===== config.mk =====
export PLATFORM = sky130hd
export DESIGN_NAME = change_dispenser
export DESIGN_NICKNAME = d
export VERILOG_FILES = /design/src/rtl/vending_pkg.sv /design/src/rtl/change_dispenser_pulse_timer.sv /design/src/rtl/change_dispenser.sv
export SDC_FILE = /design/constraint.sdc
export NUM_CORES = 1
export LEC_CHECK = 0
export CORE_ASPECT_RATIO = 0.7
export CORE_MARGIN = 3
export CORE_UTILIZATION = 43
export CTS_CLUSTER_DIAMETER = 150
export DETAILED_ROUTE_END_ITERATION = 12
export GPL_ROUTABILITY_DRIVEN = 0
export HOLD_SLACK_MARGIN = 0.05
export PLACE_DENSITY = 0.69
export RECOVER_POWER = 50
export SLEW_MARGIN = 5
export SYNTH_ARGS = -nofsm -noshare
export SYNTH_HDL_FRONTEND = slang
export SYNTH_SLANG_ARGS = --single-unit

===== constraint.sdc =====
create_clock -name clk -period 6.4 [get_ports clk]
set_clock_uncertainty 0.05 [all_clocks]
set_input_delay 1.28 -clock clk [delete_from_list [all_inputs] [get_ports clk]]
set_output_delay 1.28 -clock clk [all_outputs]
set_load 0.1 [all_outputs]

===== src/rtl/vending_pkg.sv =====
// Shared vending types: coin values, dispenser FSM states, coin selection.
package vending_pkg;

  localparam logic [7:0] COIN_5  = 8'd5;
  localparam logic [7:0] COIN_10 = 8'd10;
  localparam logic [7:0] COIN_25 = 8'd25;

  typedef enum logic [2:0] {
    S_IDLE,
    S_SELECT,
    S_PULSE,
    S_GAP,
    S_DONE
  } disp_state_t;

  typedef enum logic [1:0] {
    NONE,
    C5,
    C10,
    C25
  } coin_t;

  function automatic logic [7:0] coin_value(input coin_t c);
    logic [7:0] v;
    v = 8'd0;
    case (c)
      C5:      v = COIN_5;
      C10:     v = COIN_10;
      C25:     v = COIN_25;
      default: v = 8'd0;
    endcase
    return v;
  endfunction

  // Eject vector ordering is {25, 10, 5}.
  function automatic logic [2:0] coin_onehot(input coin_t c);
    logic [2:0] oh;
    oh = 3'b000;
    case (c)
      C5:      oh = 3'b001;
      C10:     oh = 3'b010;
      C25:     oh = 3'b100;
      default: oh = 3'b000;
    endcase
    return oh;
  endfunction

endpackage


===== src/rtl/change_dispenser_pulse_timer.sv =====
// Loadable down-counter with zero flag; times both eject pulses and gaps.
module pulse_timer #(
  parameter int W = 3
) (
  input  logic         clk,
  input  logic         reset,
  input  logic         load,
  input  logic [W-1:0] load_val,
  input  logic         dec,
  output logic         zero
);

  logic [W-1:0] count;

  always_ff @(posedge clk) begin
    if (reset)
      count <= '0;
    else if (load)
      count <= load_val;
    else if (dec && count != '0)
      count <= count - 1'b1;
  end

  assign zero = (count == '0);

endmodule


===== src/rtl/change_dispenser.sv =====
// Greedy coin payout: 25/10/5 hoppers, one registered eject pulse per coin,
// skipping hoppers that report empty.
module change_dispenser
  import vending_pkg::*;
#(
  parameter int PULSE_CYCLES = 4,
  parameter int GAP_CYCLES   = 4
) (
  input  logic       clk,
  input  logic       reset,
  input  logic       start,
  input  logic [7:0] amount,
  input  logic       empty_25,
  input  logic       empty_10,
  input  logic       empty_5,
  output logic       eject_25,
  output logic       eject_10,
  output logic       eject_5,
  output logic       busy,
  output logic       done,
  output logic       short,
  output logic [7:0] remaining
);

  localparam int MAXC = (PULSE_CYCLES > GAP_CYCLES) ? PULSE_CYCLES : GAP_CYCLES;
  localparam int CW   = $clog2(MAXC) + 1;

  disp_state_t state, state_n;
  coin_t       coin, coin_n, sel;
  logic [2:0]  eject_q, eject_n;
  logic [7:0]  rem_q, rem_n;
  logic        short_q, short_n;
  logic        t_load, t_dec, t_zero;
  logic [CW-1:0] t_val;

  pulse_timer #(.W(CW)) u_timer (
    .clk      (clk),
    .reset    (reset),
    .load     (t_load),
    .load_val (t_val),
    .dec      (t_dec),
    .zero     (t_zero)
  );

  // Largest eligible coin; empties are only looked at while in SELECT.
  always_comb begin
    sel = NONE;
    if (!empty_25 && rem_q >= COIN_25)
      sel = C25;
    else if (!empty_10 && rem_q >= COIN_10)
      sel = C10;
    else if (!empty_5 && rem_q >= COIN_5)
      sel = C5;
  end

  always_ff @(posedge clk) begin
    if (reset) begin
      state   <= S_IDLE;
      coin    <= NONE;
      eject_q <= 3'b000;
      rem_q   <= 8'd0;
      short_q <= 1'b0;
    end else begin
      state   <= state_n;
      coin    <= coin_n;
      eject_q <= eject_n;
      rem_q   <= rem_n;
      short_q <= short_n;
    end
  end

  always_comb begin
    state_n = state;
    coin_n  = coin;
    eject_n = 3'b000;
    rem_n   = rem_q;
    short_n = short_q;
    t_load  = 1'b0;
    t_val   = '0;
    t_dec   = 1'b0;
    case (state)
      S_IDLE: begin
        if (start) begin
          rem_n   = amount;
          short_n = 1'b0;
          state_n = S_SELECT;
        end
      end
      S_SELECT: begin
        if (rem_q == 8'd0) begin
          short_n = 1'b0;
          state_n = S_DONE;
        end else if (sel != NONE) begin
          // Eligibility already guarantees coin <= remaining.
          rem_n   = rem_q - coin_value(sel);
          coin_n  = sel;
          eject_n = coin_onehot(sel);
          t_load  = 1'b1;
          t_val   = CW'(PULSE_CYCLES - 1);
          state_n = S_PULSE;
        end else begin
          short_n = 1'b1;
          state_n = S_DONE;
        end
      end
      S_PULSE: begin
        if (t_zero) begin
          t_load  = 1'b1;
          t_val   = CW'(GAP_CYCLES - 1);
          state_n = S_GAP;
        end else begin
          eject_n = coin_onehot(coin);
          t_dec   = 1'b1;
        end
      end
      S_GAP: begin
        if (t_zero)
          state_n = S_SELECT;
        else
          t_dec = 1'b1;
      end
      S_DONE:  state_n = S_IDLE;
      default: state_n = S_IDLE;
    endcase
  end

  assign eject_25  = eject_q[2];
  assign eject_10  = eject_q[1];
  assign eject_5   = eject_q[0];
  assign busy      = (state != S_IDLE);
  assign done      = (state == S_DONE);
  assign short     = short_q;
  assign remaining = rem_q;

endmodule


==> impl_metrics.ini <==
[clock_tree]
postCtsHoldBufs = 0
cts_resized = 0
cts_setup_buffers = 0
clk_pin_slew_ns = 0.09
cts_max_level = 1
clkSinkCount = 20
clk_latency_ns = 0.27
cts_tree = done
clockRootBuffer = clkbuf_8
cts_buffer_depth = 2
cts_buffers = 3

[logic_synthesis]
synth_top_family_by_area = simple AND/OR/NAND/NOR gates
muxShareOfSynthArea_pct = 1.54
seq_area_frac_synth_pct = 30.8
syn_nets = 191
synth_compound_area_share_pct = 25.2
syn_inst = 169
synth_xor_area_share_pct = 3.37
synth-simple-area-share_pct = 25.7
ys_ff_latch = 20
ys_async_sr_fraction_pct = 0
synth_adder_area_share_pct = 8.29
synth.avg_cell_area_um2 = 7.68
synth_cell_type_count = 39
ys.warnings.count = 0
netlist_area_um2 = 1300
synth_edf_count = 0
yosys_most_used_dff = dfxtp_1

[detailed_routing]
wl_um = 3490
detailedRoute.firstPassIterationCount = 4
route.detailed.drc = 0
vias = 1306
viasPerCell = 5.68
drt-initial-drc-count = 87
ant_nets = 0
routedWlPerCell_um = 15.2

[global_route]
grt_pass1_vias = 1240
grt_max_degree = 21
grt_pass1_wl_um = 5820
antenna_found_initial = 0
overflow = 0
grt.total_usage_pct = 20.1

[timing]
tns_ns = 0
min_period_ns = 4.14
relSlewSlack_pct = 34.5
fmax_mhz = 242
worst_slew_pin_slew_ns = 0.980
maxSlewViolCount = 0
hold_viol = 0
final-setup-viol-count = 0
rsz0062_at_grt = no
final.period_utilization_pct = 64.7

[layout]
area_delta_synth_final_pct = 27.8
seq_area_um2 = 400
drive_gt1_share_pct = 5.15
multi_input_area_um2 = 828
final_nets = 217
stdcell_count = 230
mostFrequentLayoutCells = dfxtp_1, clkdlybuf4s50_1, nor2_1
num_antenna_cells = 0
n_fill_cell = 268

[placement]
numPortBuffers = 27
hpwl_um = 2540
dpl.cell_count = 226

[worst_setup_path]
path_class = in -> reg
worstPathArrival_ns = 4.27
cp_max_fo = 5
required_ns = 6.53
crit_family = simple AND/OR/NAND/NOR gates
max_stage_delay_ns = 0.58
cp-end-kind = flop
crit_buf_inv = 2
cp-start-kind = input pin
crit_slowest_cell = dlygate4sd3_1
rrSetupSlack_ns = 3.27
path_cells = dlygate4sd3_1 > nor3_1 > nor2_1 > nand2_1 > ha_1 > inv_1 > fa_1 > a21o_1 > a21oi_1 > o21ai_0 > nor3_1 > a21oi_1 > o32ai_1

[power]
internal-power_mw = 0.367
p_per_area_nw_per_um2 = 428
power_leakage_nw = 0.617
sw_frac_of_total_pct = 48.4
comb_power_share_pct = 57.2
peakVddDrop_v = 0.000286
clockPowerShare_pct = 18.6
seqPwrFrac_pct = 24.2
p_sw_mw = 0.344

[die]
die_w_um = 71.7
initial_utilization_pct = 45.7
fp.dieH_um = 52.0
core_area_um2 = 2840
dieArea_um2 = 3730
rows = 16
ios = 28

[run_status]
status = finished clean

[job]
max_cap_violations = 0

[worst_hold_path]
min-delay-path-class = reg -> reg
==> cells by family (layout without fill, tap and decap cells) <==
logic type	after synthesis	in the layout
muxes	2	2
xor gates and xnor gates	5	5
DFF	20	20
and+or+nand+nor	67	67
AOI/OAI and AO/OA	50	50
adders and majority gates	8	8
buffers and inverters	17	42
==> state kept, by name, indices dropped and copies added, names as in the netlist <==
register       cells
remaining          8
eject_q            3
state              3
u_timer.count      3
coin               2
short              1
==> layer usage <==
metal / GRT usage, % / wire [um] / vias up
met5: 0 / 0 / -
met4: 5.94 / 50 / 0
met3: 5.79 / 259 / 6
met2: 29.3 / 1420 / 53
met1: 28.5 / 1760 / 596
li1: - / - / 651
==> layout make-up <==
type / count / share of cell area (%)
inverter: 10 / 2.26
timing repair buffer: 28 / 16.7
sequential: 20 / 24.1
tap: 36 / 2.71
multi-input combinational: 132 / 49.9
clock buffer: 3 / 2.49
clock inverter: 1 / 1.81
==> final timing paths <==
| path | from | to | cells after the start |
|---|---|---|---|
| worst max-delay path | empty_25 | remaining[6] | 13 |
| worst min-delay path | coin[0] | coin[0] | 2 |
| worst max register to register | remaining[1] | remaining[6] | 13 |
| worst min register to register | coin[0] | coin[0] | 2 |
==> power by group through the flow <==
stage	clock network, mW	registers, mW	logic, mW
finish	0.132	0.172	0.407
global route	0.137	0.176	0.444
CTS	0.131	0.171	0.407
detailed placement	0	0.174	0.404
floorplan	0	0.254	0.235
global placement	0	0.173	0.398
==> per-stage QoR <==
step | worst slack (ns) | total power, mW | cell area, um^2 | hold WS [ns] | util (%)
after CTS | 2.35 | 0.709 | 1670 | 0.461 | 58.6
after global routing | 1.91 | 0.757 | 1660 | 0.488 | 58.4
after global placement | 2.31 | 0.571 | 1590 | 0.438 | 56.1
after floorplan | 2.92 | 0.490 | 1300 | 0.411 | -
after detailed placement | 2.08 | 0.578 | 1590 | 0.453 | 56.1
final | 2.26 | 0.711 | 1660 | 0.474 | 58.4
==> cells in the mapped netlist, types with 2 or more instances <==
library cell | number | area, um^2
nor2_1 | 18 | 67.6
nor2b_1 | 2 | 12.5
o21ai_0 | 11 | 55.1
nand2_1 | 16 | 60.1
mux2i_1 | 2 | 20.0
a21oi_1 | 17 | 85.1
dfxtp_1 | 20 | 400
xnor2_1 | 5 | 43.8
clkbuf_1 | 6 | 22.5
and2_1 | 5 | 31.3
a311oi_1 | 2 | 17.5
nand3b_1 | 2 | 15.0
nand3_1 | 5 | 25.0
a211oi_1 | 2 | 15.0
o21ai_1 | 3 | 15.0
inv_1 | 10 | 37.5
nand2b_1 | 2 | 12.5
a211oi_2 | 2 | 25.0
nor4_1 | 2 | 12.5
nor3_1 | 11 | 55.1
ha_1 | 7 | 87.6
o21a_1 | 2 | 15.0
==> worst min-delay path: cells and delay by family (launching register included) <==
family          cells  cell delay [ns]
compound gates      2             0.14
flops               1             0.34
No activity file was read; power rests on OpenSTA's default activity.
